[src/rtl/dmem_arb_pkg.sv]
// Shared types and constants for the dmem arbiter slice.
package dmem_arb_pkg;

  typedef enum logic [1:0] {
    ST_IDLE  = 2'd0,
    ST_ISSUE = 2'd1,
    ST_WAIT  = 2'd2
  } state_t;

  typedef enum logic {
    OWN_P = 1'b0,
    OWN_H = 1'b1
  } owner_t;

  localparam int unsigned MAX_READ_LAT = 4;
  localparam int unsigned CNT_W        = $clog2(MAX_READ_LAT + 1);

endpackage

[src/rtl/rr_pick2.sv]
// Two-way round-robin picker: on contention the port that did not own the last access wins.
module rr_pick2
  import dmem_arb_pkg::*;
(
  input  logic   req_p,
  input  logic   req_h,
  input  owner_t last_owner,
  output logic   any,
  output owner_t owner
);

  always_comb begin
    any   = req_p | req_h;
    owner = OWN_P;
    if (req_p && req_h) begin
      if (last_owner == OWN_P) owner = OWN_H;
      else                     owner = OWN_P;
    end else if (req_h) begin
      owner = OWN_H;
    end
  end

endmodule

[src/rtl/dmem_arbiter.sv]
// Serialises processor (P) and host (H) accesses onto the single-port dmem,
// one access in flight, round-robin on contention, fixed read latency.
module dmem_arbiter
  import dmem_arb_pkg::*;
#(
  parameter int ADDR_W   = 12,
  parameter int DATA_W   = 32,
  parameter int READ_LAT = 1
) (
  input  logic              clock,
  input  logic              reset,
  input  logic              p_req,
  input  logic              p_wren,
  input  logic [ADDR_W-1:0] p_addr,
  input  logic [DATA_W-1:0] p_wdata,
  output logic              p_gnt,
  output logic              p_rvalid,
  output logic [DATA_W-1:0] p_rdata,
  input  logic              h_req,
  input  logic              h_wren,
  input  logic [ADDR_W-1:0] h_addr,
  input  logic [DATA_W-1:0] h_wdata,
  output logic              h_gnt,
  output logic              h_rvalid,
  output logic [DATA_W-1:0] h_rdata,
  output logic [ADDR_W-1:0] mem_address,
  output logic [DATA_W-1:0] mem_data,
  output logic              mem_wren,
  input  logic [DATA_W-1:0] mem_q,
  output logic              busy
);

  if (READ_LAT < 1 || READ_LAT > int'(MAX_READ_LAT)) begin : g_bad_read_lat
    $error("dmem_arbiter: READ_LAT must be in 1..4");
  end

  state_t           state_q, state_d;
  owner_t           owner_q, last_owner_q, pick_owner;
  logic             pick_any;
  logic             cmd_wren_q;
  logic [CNT_W-1:0] cnt_q;

  rr_pick2 u_pick (
    .req_p      (p_req),
    .req_h      (h_req),
    .last_owner (last_owner_q),
    .any        (pick_any),
    .owner      (pick_owner)
  );

  always_comb begin
    state_d = state_q;
    case (state_q)
      ST_IDLE:  if (pick_any) state_d = ST_ISSUE;
      ST_ISSUE: state_d = cmd_wren_q ? ST_IDLE : ST_WAIT;
      ST_WAIT:  if (cnt_q == CNT_W'(1)) state_d = ST_IDLE;
      default:  state_d = ST_IDLE;
    endcase
  end

  always_comb begin
    p_gnt    = (state_q == ST_ISSUE) && (owner_q == OWN_P);
    h_gnt    = (state_q == ST_ISSUE) && (owner_q == OWN_H);
    mem_wren = (state_q == ST_ISSUE) && cmd_wren_q;
    busy     = (state_q != ST_IDLE);
  end

  // The command latch doubles as the dmem address/data register, so the bus
  // carries the new command in ISSUE and holds it afterwards.
  always_ff @(posedge clock) begin
    if (!reset) begin
      state_q      <= ST_IDLE;
      owner_q      <= OWN_P;
      last_owner_q <= OWN_H;
      cmd_wren_q   <= 1'b0;
      cnt_q        <= '0;
      mem_address  <= '0;
      mem_data     <= '0;
      p_rvalid     <= 1'b0;
      h_rvalid     <= 1'b0;
      p_rdata      <= '0;
      h_rdata      <= '0;
    end else begin
      state_q  <= state_d;
      p_rvalid <= 1'b0;
      h_rvalid <= 1'b0;
      case (state_q)
        ST_IDLE: begin
          if (pick_any) begin
            owner_q <= pick_owner;
            if (pick_owner == OWN_H) begin
              cmd_wren_q  <= h_wren;
              mem_address <= h_addr;
              mem_data    <= h_wdata;
            end else begin
              cmd_wren_q  <= p_wren;
              mem_address <= p_addr;
              mem_data    <= p_wdata;
            end
          end
        end
        ST_ISSUE: begin
          last_owner_q <= owner_q;
          if (!cmd_wren_q) cnt_q <= CNT_W'(READ_LAT);
        end
        ST_WAIT: begin
          cnt_q <= cnt_q - CNT_W'(1);
          if (cnt_q == CNT_W'(1)) begin
            if (owner_q == OWN_H) begin
              h_rdata  <= mem_q;
              h_rvalid <= 1'b1;
            end else begin
              p_rdata  <= mem_q;
              p_rvalid <= 1'b1;
            end
          end
        end
        default: ;
      endcase
    end
  end

endmodule

[config.mk]
export PLATFORM = sky130hd
export DESIGN_NAME = dmem_arbiter
export DESIGN_NICKNAME = d
export VERILOG_FILES = /design/src/rtl/dmem_arb_pkg.sv /design/src/rtl/rr_pick2.sv /design/src/rtl/dmem_arbiter.sv
export SDC_FILE = /design/constraint.sdc
export NUM_CORES = 1
export LEC_CHECK = 0
export ABC_CLOCK_PERIOD_IN_PS = 1400
export BUFFER_PORTS_ARGS = -buffer_cell sky130_fd_sc_hd__clkbuf_2
export CAP_MARGIN = 40
export CORE_ASPECT_RATIO = 1.1
export CORE_MARGIN = 1
export CORE_UTILIZATION = 42
export DETAILED_ROUTE_END_ITERATION = 10
export PLACE_DENSITY_LB_ADDON = 0.08
export SLEW_MARGIN = 40
export SYNTH_ARGS = -nofsm -noshare
export SYNTH_HDL_FRONTEND = slang
export SYNTH_SLANG_ARGS = --single-unit
[constraint.sdc]
create_clock -name clock -period 1.4 [get_ports clock]
set_input_delay 0.21 -clock clock [delete_from_list [all_inputs] [get_ports clock]]
set_output_delay 0.21 -clock clock [all_outputs]
set_load 0.01 [all_outputs]
==> results of run 1 <==
==> kinds of logic after synthesis <==
logic type / after synthesis
AOI/OAI and AO/OA: 104
adders and majority gates: 2
buffers and inverters: 52
DFF: 118
muxes: 64
and+or+nand+nor: 208
==> metrics by stage <==
stage,setup TNS (ns),total power [mW],setup slack (ns)
floorplan,0,4.84,0.0306
global placement,-1.79,5.45,-0.0607
detailed placement,-4.48,5.48,-0.158
CTS,-1.51,10.3,-0.0726
global route,-7.07,10.7,-0.160
finish,-2.27,10.3,-0.0844
==> repair_timing <==
item                                   in CTS  in global routing
endpoints found under the hold margin       0                  0
gates resized for setup                    21                 24
buffers inserted                            9                  3
setup endpoints to repair                  37                111
cloned                                      3                  5
hold buffers                                0                  0
pin swaps                                   2                 10
==> Yosys cell counts (all sizes together) <==
library cell,instances
a211o,1
a211oi,1
a21bo,2
a21boi,1
a21oi,50
a311oi,45
and2,4
and2b,1
and3,1
and4,1
buf,29
clkbuf,18
dfxtp,118
ha,2
inv,5
mux2i,64
nand2,188
nand2b,3
nand3,1
nor2,4
nor2b,2
nor3b,1
nor4,1
o21a,1
o21ai,2
o22a,1
or2,1
==> area by class of cell <==
cell class	instances	area (um2)
Clock buffer	20	457
Timing Repair Buffer	290	1910
Sequential cell	118	2370
Tap cell	154	193
Fill cell	1016	4350
Multi-Input combinational cell	378	2550
Clock inverter	12	175
Inverter	5	21.3
==> report_power, final <==
part	switching, mW	total (mW)	leakage [nW]	internal, mW
registers	0.147	3.74	0.965	3.59
logic	0.991	1.91	2.40	0.918
clock network	1.56	4.63	0.302	3.07
==> layer usage <==
layer,vias to the layer above,wire length [um]
met5,-,0
met4,0,183
met3,14,988
met2,186,7490
met1,2300,6110
li1,2431,-
==> worst paths after layout <==
| path | cells after the start | endpoint | slack (ns) | startpoint |
|---|---|---|---|---|
| max reg2reg | 6 | p_rdata[14]$_SDFFE_PN0P_ | -0.08 | state_q[1]$_SDFFE_PN0P_ |
| max | 6 | p_rdata[14]$_SDFFE_PN0P_ | -0.08 | state_q[1]$_SDFFE_PN0P_ |
| min | 3 | mem_data[31]$_SDFFE_PN0P_ | 0.05 | p_wdata[31] |
| min reg2reg | 2 | p_rdata[23]$_SDFFE_PN0P_ | 0.46 | p_rdata[23]$_SDFFE_PN0P_ |
==> worst register-to-register path, cell delays in order, from the launching register on <==
cell       delay, ns
dfxtp_2         0.40
buf_4           0.14
nand2b_1        0.10
nor3b_4         0.20
buf_6           0.20
clkbuf_16       0.19
mux2i_1         0.18
==> sequential cells by signal, summed over array words and instances, names as in the netlist <==
name,cells
cmd_wren_q,1
p_rvalid,1
last_owner_q,1
owner_q,1
p_rdata,32
state_q,2
mem_data,32
h_rvalid,1
h_rdata,32
cnt_q,3
mem_address,12
==> flow_summary.yaml, run 1 <==
outcome:
  outcome: "finished, violations left"
  violations: "negative setup slack"
grt:
  use_met3_pct: 6.56
  busiest_layer: "met2"
  grt.met1_usage_pct: 26.2
  grt_pass1_vias: 4896
  grt-ovfl-total: 0
  grt.total_usage_pct: 22.5
  antenna_found_initial: 0
  grt_pass1_wl_um: 22700
  grtUsageMet2_pct: 38.3
  grt_max_degree: 48
synth:
  yosys.area.top_type: "dfxtp_1"
  synth_simple_gate_area_share_pct: 16.3
  synth_adder_area_share_pct: 0.482
  synth-xor-area-share_pct: 0
  syn_avg_cell_area_um2: 9.47
  ys_types: 32
  synthDominantCellAreaShare_pct: 45.5
  synth_top_family_by_area: "compound AO/OA/AOI/OAI gates"
  syn-num-nets: 676
  yosysWarnings: 0
  netlist_area_um2: 5190
  synthCells: 548
  synthMuxAreaShare_pct: 12.3
  synth_area_leaders: "dfxtp_1 (46%), nand2_1 (14%), mux2i_1 (12%), a311oi_2 (12%), a21oi_1 (4.8%)"
  synth-compound-area-share_pct: 18.8
  synth_seq_cells: 118
  seq_area_frac_synth_pct: 45.5
cts:
  cts_htree_levels: 4
  cts_root_buf: "clkbuf_16"
  clock_latency_ns: 0.40
  numCtsBuffers: 17
  clk_pin_slew_ns: 0.05
  cts_buffer_depth: 2
  cts_tree: "done"
  clkSinkCount: 118
routing:
  drc: 0
  vias_per_cell: 5.05
  vias: 4931
  first_pass_iters: 7
  finalWirelength_um: 14800
  ant_nets: 0
  drt_iter0_drc: 167
  post_drt_wl_per_cell_um: 15.1
floorplan:
  die_x_um: 108
  core_um2: 12000
  die-area_um2: 12800
  pin_count: 240
  start_util_pct: 43.1
  num_rows: 42
  die_h_um: 119
sta:
  fin_hold_ws_ns: 0.0504
  period_share_pct: 106
  drv_slew: 0
  rsz0062_at_grt: "true"
  clock.fmax_mhz: 674
  finalClockSkew_ns: 0.00903
  finalSetupViolations: 54
  relSlewSlack_pct: 65.8
  tightest_slew_ns: 0.514
  finalCriticalPeriod_ns: 1.48
  hold_viol: 0
  worst_slack_ns: -0.0844
critical_path:
  critPathMaxFanout: 8
  start_kind: "register"
  crit_family: "buffers and inverters"
  worstPathRequired_ns: 1.72
  cp_slowest_cell: "dfxtp_2"
  path_class: "reg2reg"
  cp_num_buf_inv: 3
  slowest_delay_ns: 0.40
  worstPathCellList: "buf_4 > nand2b_1 > nor3b_4 > buf_6 > clkbuf_16 > mux2i_1"
  end_kind: "register"
  cp.arrival_ns: 1.81
power_and_ir_drop:
  leakage_nw: 3.67
  p_per_area_nw_per_um2: 1340
  ir_drop_uv: 750
place:
  place_hpwl_um: 9700
  dpl-instance-area_um2: 6640
  place_congestion: 0.788
  place_inst: 927
  port_buffers: 239
finish:
  fin_area_um2: 7680
  nets: 938
  antenna_cells: 0
  fin_util_pct: 63.8
  drive_gt1_share_pct: 46.9
  layout_commonest_cell: "clkbuf_2"
  layout.cells.non_filler: 977
  area_growth_pct: 48.1
  mostFrequentLayoutCells: "clkbuf_2 (235), nand2_1 (188), dfxtp_1 (113)"
worst_hold_path:
  hp-class: "in2reg"
run:
  drv_cap: 0
Power figures use the tool's default switching activity.
==> inputs of run 2 (changes only) <==
--- a/config.mk
+++ b/config.mk
@@ -13,6 +13,7 @@
 export CORE_UTILIZATION = 42
 export DETAILED_ROUTE_END_ITERATION = 10
 export PLACE_DENSITY_LB_ADDON = 0.08
+export SETUP_SLACK_MARGIN = 0.15
 export SLEW_MARGIN = 40
 export SYNTH_ARGS = -nofsm -noshare
 export SYNTH_HDL_FRONTEND = slang
==> run 2 against run 1 <==
The run still ends with negative setup slack left. Non-clock buffer count increased by 16. Sequential share of layout area down 2.5 points. Design area rose by 9.0%. Utilization up 5.7 points. Clock power is 2% lower. Combinational power is 36% higher. Worst hold slack lost 0.0066 ns. Critical endpoint is now p_rdata[31]$_SDFFE_PN0P_. Setup slack lost 0.015 ns. Via count increased by 3.0%. Die area stayed put. Wire length increased by 9.3%.
==> flow_summary.yaml, run 2 (synthesis results as in run 1) <==
critical_path:
  r2r_cells: 7
  start_kind: "register"
  cp_slowest_cell: "dfxtp_2"
  reg2reg_from: "cnt_q[1]$_SDFFE_PN0P_"
  slowest_delay_ns: 0.32
  path_class: "reg2reg"
  worstPathRequired_ns: 1.72
  cp.depth: 7
  critPathMaxFanout: 8
  end_kind: "register"
  cp_num_buf_inv: 3
  r2r_slack_ns: -0.1
  timing.rr.end: "p_rdata[31]$_SDFFE_PN0P_"
  worstPathCellList: "inv_2 > ha_4 > nor2b_4 > nor3b_4 > buf_6 > clkbuf_16 > mux2i_1"
  cp.arrival_ns: 1.82
  crit_family: "buffers and inverters"
floorplan:
  pin_count: 240
  num_rows: 42
  die-area_um2: 12800
  start_util_pct: 43.1
  die_x_um: 108
  core_um2: 12000
  die_h_um: 119
grt:
  grt_pass1_wl_um: 24700
  antenna_found_initial: 0
  grt-ovfl-total: 0
  grt.total_usage_pct: 24.9
  grt_max_degree: 61
  grt_pass1_vias: 5055
run:
  drv_cap: 0
routing:
  first_pass_iters: 5
  drc: 0
  drt_iter0_drc: 197
  ant_nets: 0
  vias_per_cell: 5.12
  finalWirelength_um: 16100
  post_drt_wl_per_cell_um: 16.3
  vias: 5081
cts:
  clock_latency_ns: 0.41
  cts_htree_levels: 4
  cts_root_buf: "clkbuf_16"
  postCtsHoldBufs: 0
  clk_pin_slew_ns: 0.06
  cts_tree: "done"
  clkSinkCount: 118
  numCtsBuffers: 17
  cts_buffer_depth: 2
sta:
  tns_ns: -1.39
  finalCriticalPeriod_ns: 1.50
  rsz0062_at_grt: "true"
  finalClockSkew_ns: 0.00531
  relSlewSlack_pct: 68.0
  tightest_slew_ns: 0.480
  drv_slew: 0
  clock.fmax_mhz: 667
  hold_viol: 0
  worst_slack_ns: -0.0992
  finalSetupViolations: 48
  period_share_pct: 107
worst_hold_path:
  hp-class: "in2reg"
  hold_end: "mem_data[1]$_SDFFE_PN0P_"
  hold_depth: 3
  hold_start: "p_wdata[1]"
outcome:
  outcome: "finished, violations left"
  violations: "negative setup slack"
finish:
  largestRegisters: "h_rdata x32, mem_data x32, p_rdata x32"
  antenna_cells: 0
  multi_input_area_um2: 2790
  fin_area_um2: 8370
  layout_commonest_cell: "clkbuf_2"
  drive_gt1_share_pct: 51.7
  mostFrequentLayoutCells: "clkbuf_2 (234), nand2_1 (188), dfxtp_1 (112)"
  area_growth_pct: 61.3
  nFillCells: 916
  nets: 954
  seqCellArea_um2: 2370
place:
  dpl-instance-area_um2: 6560
  place_hpwl_um: 9410
  post-place-ws_ns: -0.0465
  port_buffers: 239
  place_congestion: 0.783
power_and_ir_drop:
  leakage_nw: 3.90
  p_per_area_nw_per_um2: 1310
  ir_drop_uv: 674
  power_mw: 10.9
[run 2: final cells by class]
class                   count  area share [%]
flip-flops and latches    118            28.4
repair buffers            306            28.3
clock inverters            13            2.14
multi-input cells         378            33.4
inverters                   5           0.254
clock buffers              19            5.29
well taps                 154            2.30
[run 2: worst max-delay path by stage]
stage                     startpoint  slack, ns                       end
2_1_floorplan  cnt_q[1]$_SDFFE_PN0P_       0.05   p_rdata[0]$_SDFFE_PN0P_
3_3_place_gp   cnt_q[1]$_SDFFE_PN0P_       0.01  p_rdata[11]$_SDFFE_PN0P_
3_5_place_dp   cnt_q[1]$_SDFFE_PN0P_      -0.05  p_rdata[12]$_SDFFE_PN0P_
4_1_cts        cnt_q[1]$_SDFFE_PN0P_      -0.05  p_rdata[26]$_SDFFE_PN0P_
5_1_grt        cnt_q[1]$_SDFFE_PN0P_      -0.16  p_rdata[31]$_SDFFE_PN0P_
6_report       cnt_q[1]$_SDFFE_PN0P_       -0.1  p_rdata[31]$_SDFFE_PN0P_
[run 2: worst reg2reg max path, cell delays in order, from the launching register on]
cell	delay, ns
dfxtp_2	0.32
inv_2	0.07
ha_4	0.12
nor2b_4	0.13
nor3b_4	0.23
buf_6	0.16
clkbuf_16	0.17
mux2i_1	0.22
[run 2: per-stage QoR]
step           hold WS, ns  cells  util [%]
3_3_place_gp         0.441    915      54.5
4_1_cts             0.0302    985      67.3
3_5_place_dp         0.449    915      54.5
5_1_grt             0.0588    993      69.6
6_report            0.0439    993      69.6
2_1_floorplan        0.370    548         -
[run 2: what timing repair did]
action                     4_1_cts  5_1_grt
cloned                          16        5
gates resized for setup         80       23
pin swaps                       49       14
setup endpoints to repair      110      117
setup buffers                   22        3
[run 2: metal layers]
layer | track usage [%] | vias up | share of wire (%)
li1 | - | 2456 | -
met1 | 28.2 | 2410 | 40
met2 | 44.0 | 192 | 52
met3 | 6.45 | 23 | 6.2
met4 | 9.42 | 0 | 1.9
met5 | 0 | - | 0
[run 2: power breakdown]
| group | switching [mW] | total [mW] | internal [mW] |
|---|---|---|---|
| clock | 1.55 | 4.56 | 3.02 |
| sequential | 0.198 | 3.79 | 3.60 |
| combinational | 1.20 | 2.59 | 1.39 |
| total | 2.94 | 10.9 | 8.01 |
==> inputs of run 3 (changes only) <==
--- a/config.mk
+++ b/config.mk
@@ -11,6 +11,7 @@
 export CORE_ASPECT_RATIO = 1.1
 export CORE_MARGIN = 1
 export CORE_UTILIZATION = 42
+export CTS_BUF_LIST = sky130_fd_sc_hd__clkbuf_16
 export DETAILED_ROUTE_END_ITERATION = 10
 export PLACE_DENSITY_LB_ADDON = 0.08
 export SETUP_SLACK_MARGIN = 0.15
==> run 3 against run 2 <==
The flow still finishes with violations (negative setup slack). First-iteration DRC count increased by 15%. Sequential share of layout area hardly changed. Clock skew grew 0.0060 ns. Utilization down 0.083 points. Final cell count unchanged. Design area shrank 0.12%. Worst hold slack worse by 0.0066 ns. Wire length increased by 0.23%. Combinational power about the same. Total power shrank 0.59%. Critical path depth unchanged.
==> flow_summary.yaml, run 3 (synthesis results as in run 1) <==
routing:
  ant_nets: 0
  drt_iter0_drc: 227
  vias_per_cell: 5.08
  drc: 0
  vias: 5041
  post_drt_wl_per_cell_um: 16.3
  first_pass_iters: 5
  finalWirelength_um: 16200
sta:
  clock.fmax_mhz: 666
  finalCriticalPeriod_ns: 1.50
  finalClockSkew_ns: 0.0113
  period_share_pct: 107
  tightest_slew_ns: 0.475
  relSlewSlack_pct: 68.3
  rsz0062_at_grt: "true"
  worst_slack_ns: -0.102
  hold_viol: 0
  drv_slew: 0
  finalSetupViolations: 52
critical_path:
  slowest_delay_ns: 0.32
  worstPathCellList: "inv_2 > ha_4 > nor2b_4 > nor3b_4 > buf_6 > clkbuf_16 > mux2i_1"
  path_class: "reg2reg"
  r2r_cells: 7
  critPathMaxFanout: 8
  cp_slowest_cell: "dfxtp_2"
  r2r_slack_ns: -0.10
  start_kind: "register"
  timing.rr.end: "p_rdata[31]$_SDFFE_PN0P_"
  cp.arrival_ns: 1.82
  end_kind: "register"
  reg2reg_from: "cnt_q[1]$_SDFFE_PN0P_"
  worstPathRequired_ns: 1.72
finish:
  nets: 954
  drive_gt1_share_pct: 51.6
  antenna_cells: 0
  layout_commonest_cell: "clkbuf_2"
  nFillCells: 917
  area_growth_pct: 61.1
  layout.cells.non_filler: 993
  largestRegisters: "h_rdata x32, mem_data x32, p_rdata x32"
  mostFrequentLayoutCells: "clkbuf_2 (234), nand2_1 (188), dfxtp_1 (112)"
floorplan:
  die_h_um: 119
  die_x_um: 108
  num_rows: 42
  pin_count: 240
  start_util_pct: 43.1
  core_um2: 12000
  die-area_um2: 12800
place:
  post-place-ws_ns: -0.0465
  place_hpwl_um: 9410
  place_inst: 915
  port_buffers: 239
  place_congestion: 0.783
outcome:
  outcome: "finished, violations left"
  violations: "negative setup slack"
cts:
  cts_tree: "done"
  cts_root_buf: "clkbuf_16"
  cts_htree_levels: 4
  clock_latency_ns: 0.41
  clkSinkCount: 118
  clk_pin_slew_ns: 0.06
  cts_buffer_depth: 2
  numCtsBuffers: 17
grt:
  antenna_found_initial: 0
  grt.total_usage_pct: 25.0
  grt_max_degree: 61
  grt_pass1_vias: 5055
  grt-ovfl-total: 0
  grt_pass1_wl_um: 24700
power_and_ir_drop:
  p_per_area_nw_per_um2: 1300
  clockPowerShare_pct: 41.4
  switchingPower_mw: 2.94
  leakage_nw: 3.90
  sequentialPowerShare_pct: 34.8
  power_frac_comb_pct: 23.8
  p_int_mw: 7.94
  p_sw_share_pct: 27.0
  ir_drop_uv: 671
worst_hold_path:
  hold_end: "mem_address[11]$_SDFFE_PN0P_"
  hp-class: "in2reg"
  hold_start: "p_addr[11]"
  hold_depth: 3
run:
  drv_cap: 0
==> run 3: metrics by stage <==
step                      cell area [um2]  util, %  setup TNS, ns  hold WS [ns]  power (mW)
after floorplan                      5210        -              0         0.370        4.85
after global placement               6560     54.5              0         0.441        5.45
after detailed placement             6560     54.5         -0.480         0.449        5.48
after CTS                            8090     67.3          -1.17        0.0302        10.8
after global routing                 8360     69.5          -7.03        0.0588        11.3
final                                8360     69.5          -1.45        0.0373        10.9
==> run 3: cell type report <==
type | instances | area, um2 | share of cell area [%]
Inverter | 5 | 21.3 | 0.254
Multi-Input combinational cell | 378 | 2790 | 33.4
Sequential cell | 118 | 2370 | 28.4
Tap cell | 154 | 193 | 2.30
Clock buffer | 17 | 425 | 5.09
Timing Repair Buffer | 306 | 2370 | 28.3
Clock inverter | 15 | 186 | 2.23
==> run 3: power by group through the flow <==
stage / clock (mW) / combinational [mW] / sequential [mW]
floorplan: 0 / 0.967 / 3.88
global placement: 0 / 1.65 / 3.80
detailed placement: 0 / 1.67 / 3.80
CTS: 4.55 / 2.46 / 3.77
global route: 4.74 / 2.76 / 3.82
finish: 4.50 / 2.59 / 3.79
==> run 3: layer usage <==
metal	GRT usage (%)	vias up	wire length, um
met3	6.45	17	1050
met1	28.2	2364	6450
met2	44.1	206	8450
li1	-	2454	-
met5	0	-	0
met4	9.42	0	219
==> run 3: critical path: cells and delay by family, from the launching register on <==
| family | cells | cell delay (ns) |
|---|---|---|
| flip-flops | 1 | 0.32 |
| multiplexers | 1 | 0.22 |
| AND/OR/NAND/NOR | 2 | 0.35 |
| buffers and inverters | 3 | 0.40 |
| adder cells (fa/ha/maj) | 1 | 0.12 |
==> run 3: worst max path at each step <==
stage	startpoint	cells after the start	end	slack, ns
after floorplan	cnt_q[1]$_SDFFE_PN0P_	7	p_rdata[0]$_SDFFE_PN0P_	0.05
after global placement	cnt_q[1]$_SDFFE_PN0P_	6	p_rdata[11]$_SDFFE_PN0P_	0.01
after detailed placement	cnt_q[1]$_SDFFE_PN0P_	6	p_rdata[12]$_SDFFE_PN0P_	-0.05
after CTS	cnt_q[1]$_SDFFE_PN0P_	7	p_rdata[26]$_SDFFE_PN0P_	-0.05
after global routing	cnt_q[1]$_SDFFE_PN0P_	7	p_rdata[31]$_SDFFE_PN0P_	-0.16
final	cnt_q[1]$_SDFFE_PN0P_	7	p_rdata[31]$_SDFFE_PN0P_	-0.10
==> run 3: what timing repair did <==
| action | in CTS | in global routing |
|---|---|---|
| hold buffers | 0 | 0 |
| setup buffers | 22 | 3 |
| cloned | 16 | 5 |
| setup endpoints to repair | 110 | 117 |
| gates resized for setup | 80 | 23 |
| pin swaps | 49 | 14 |
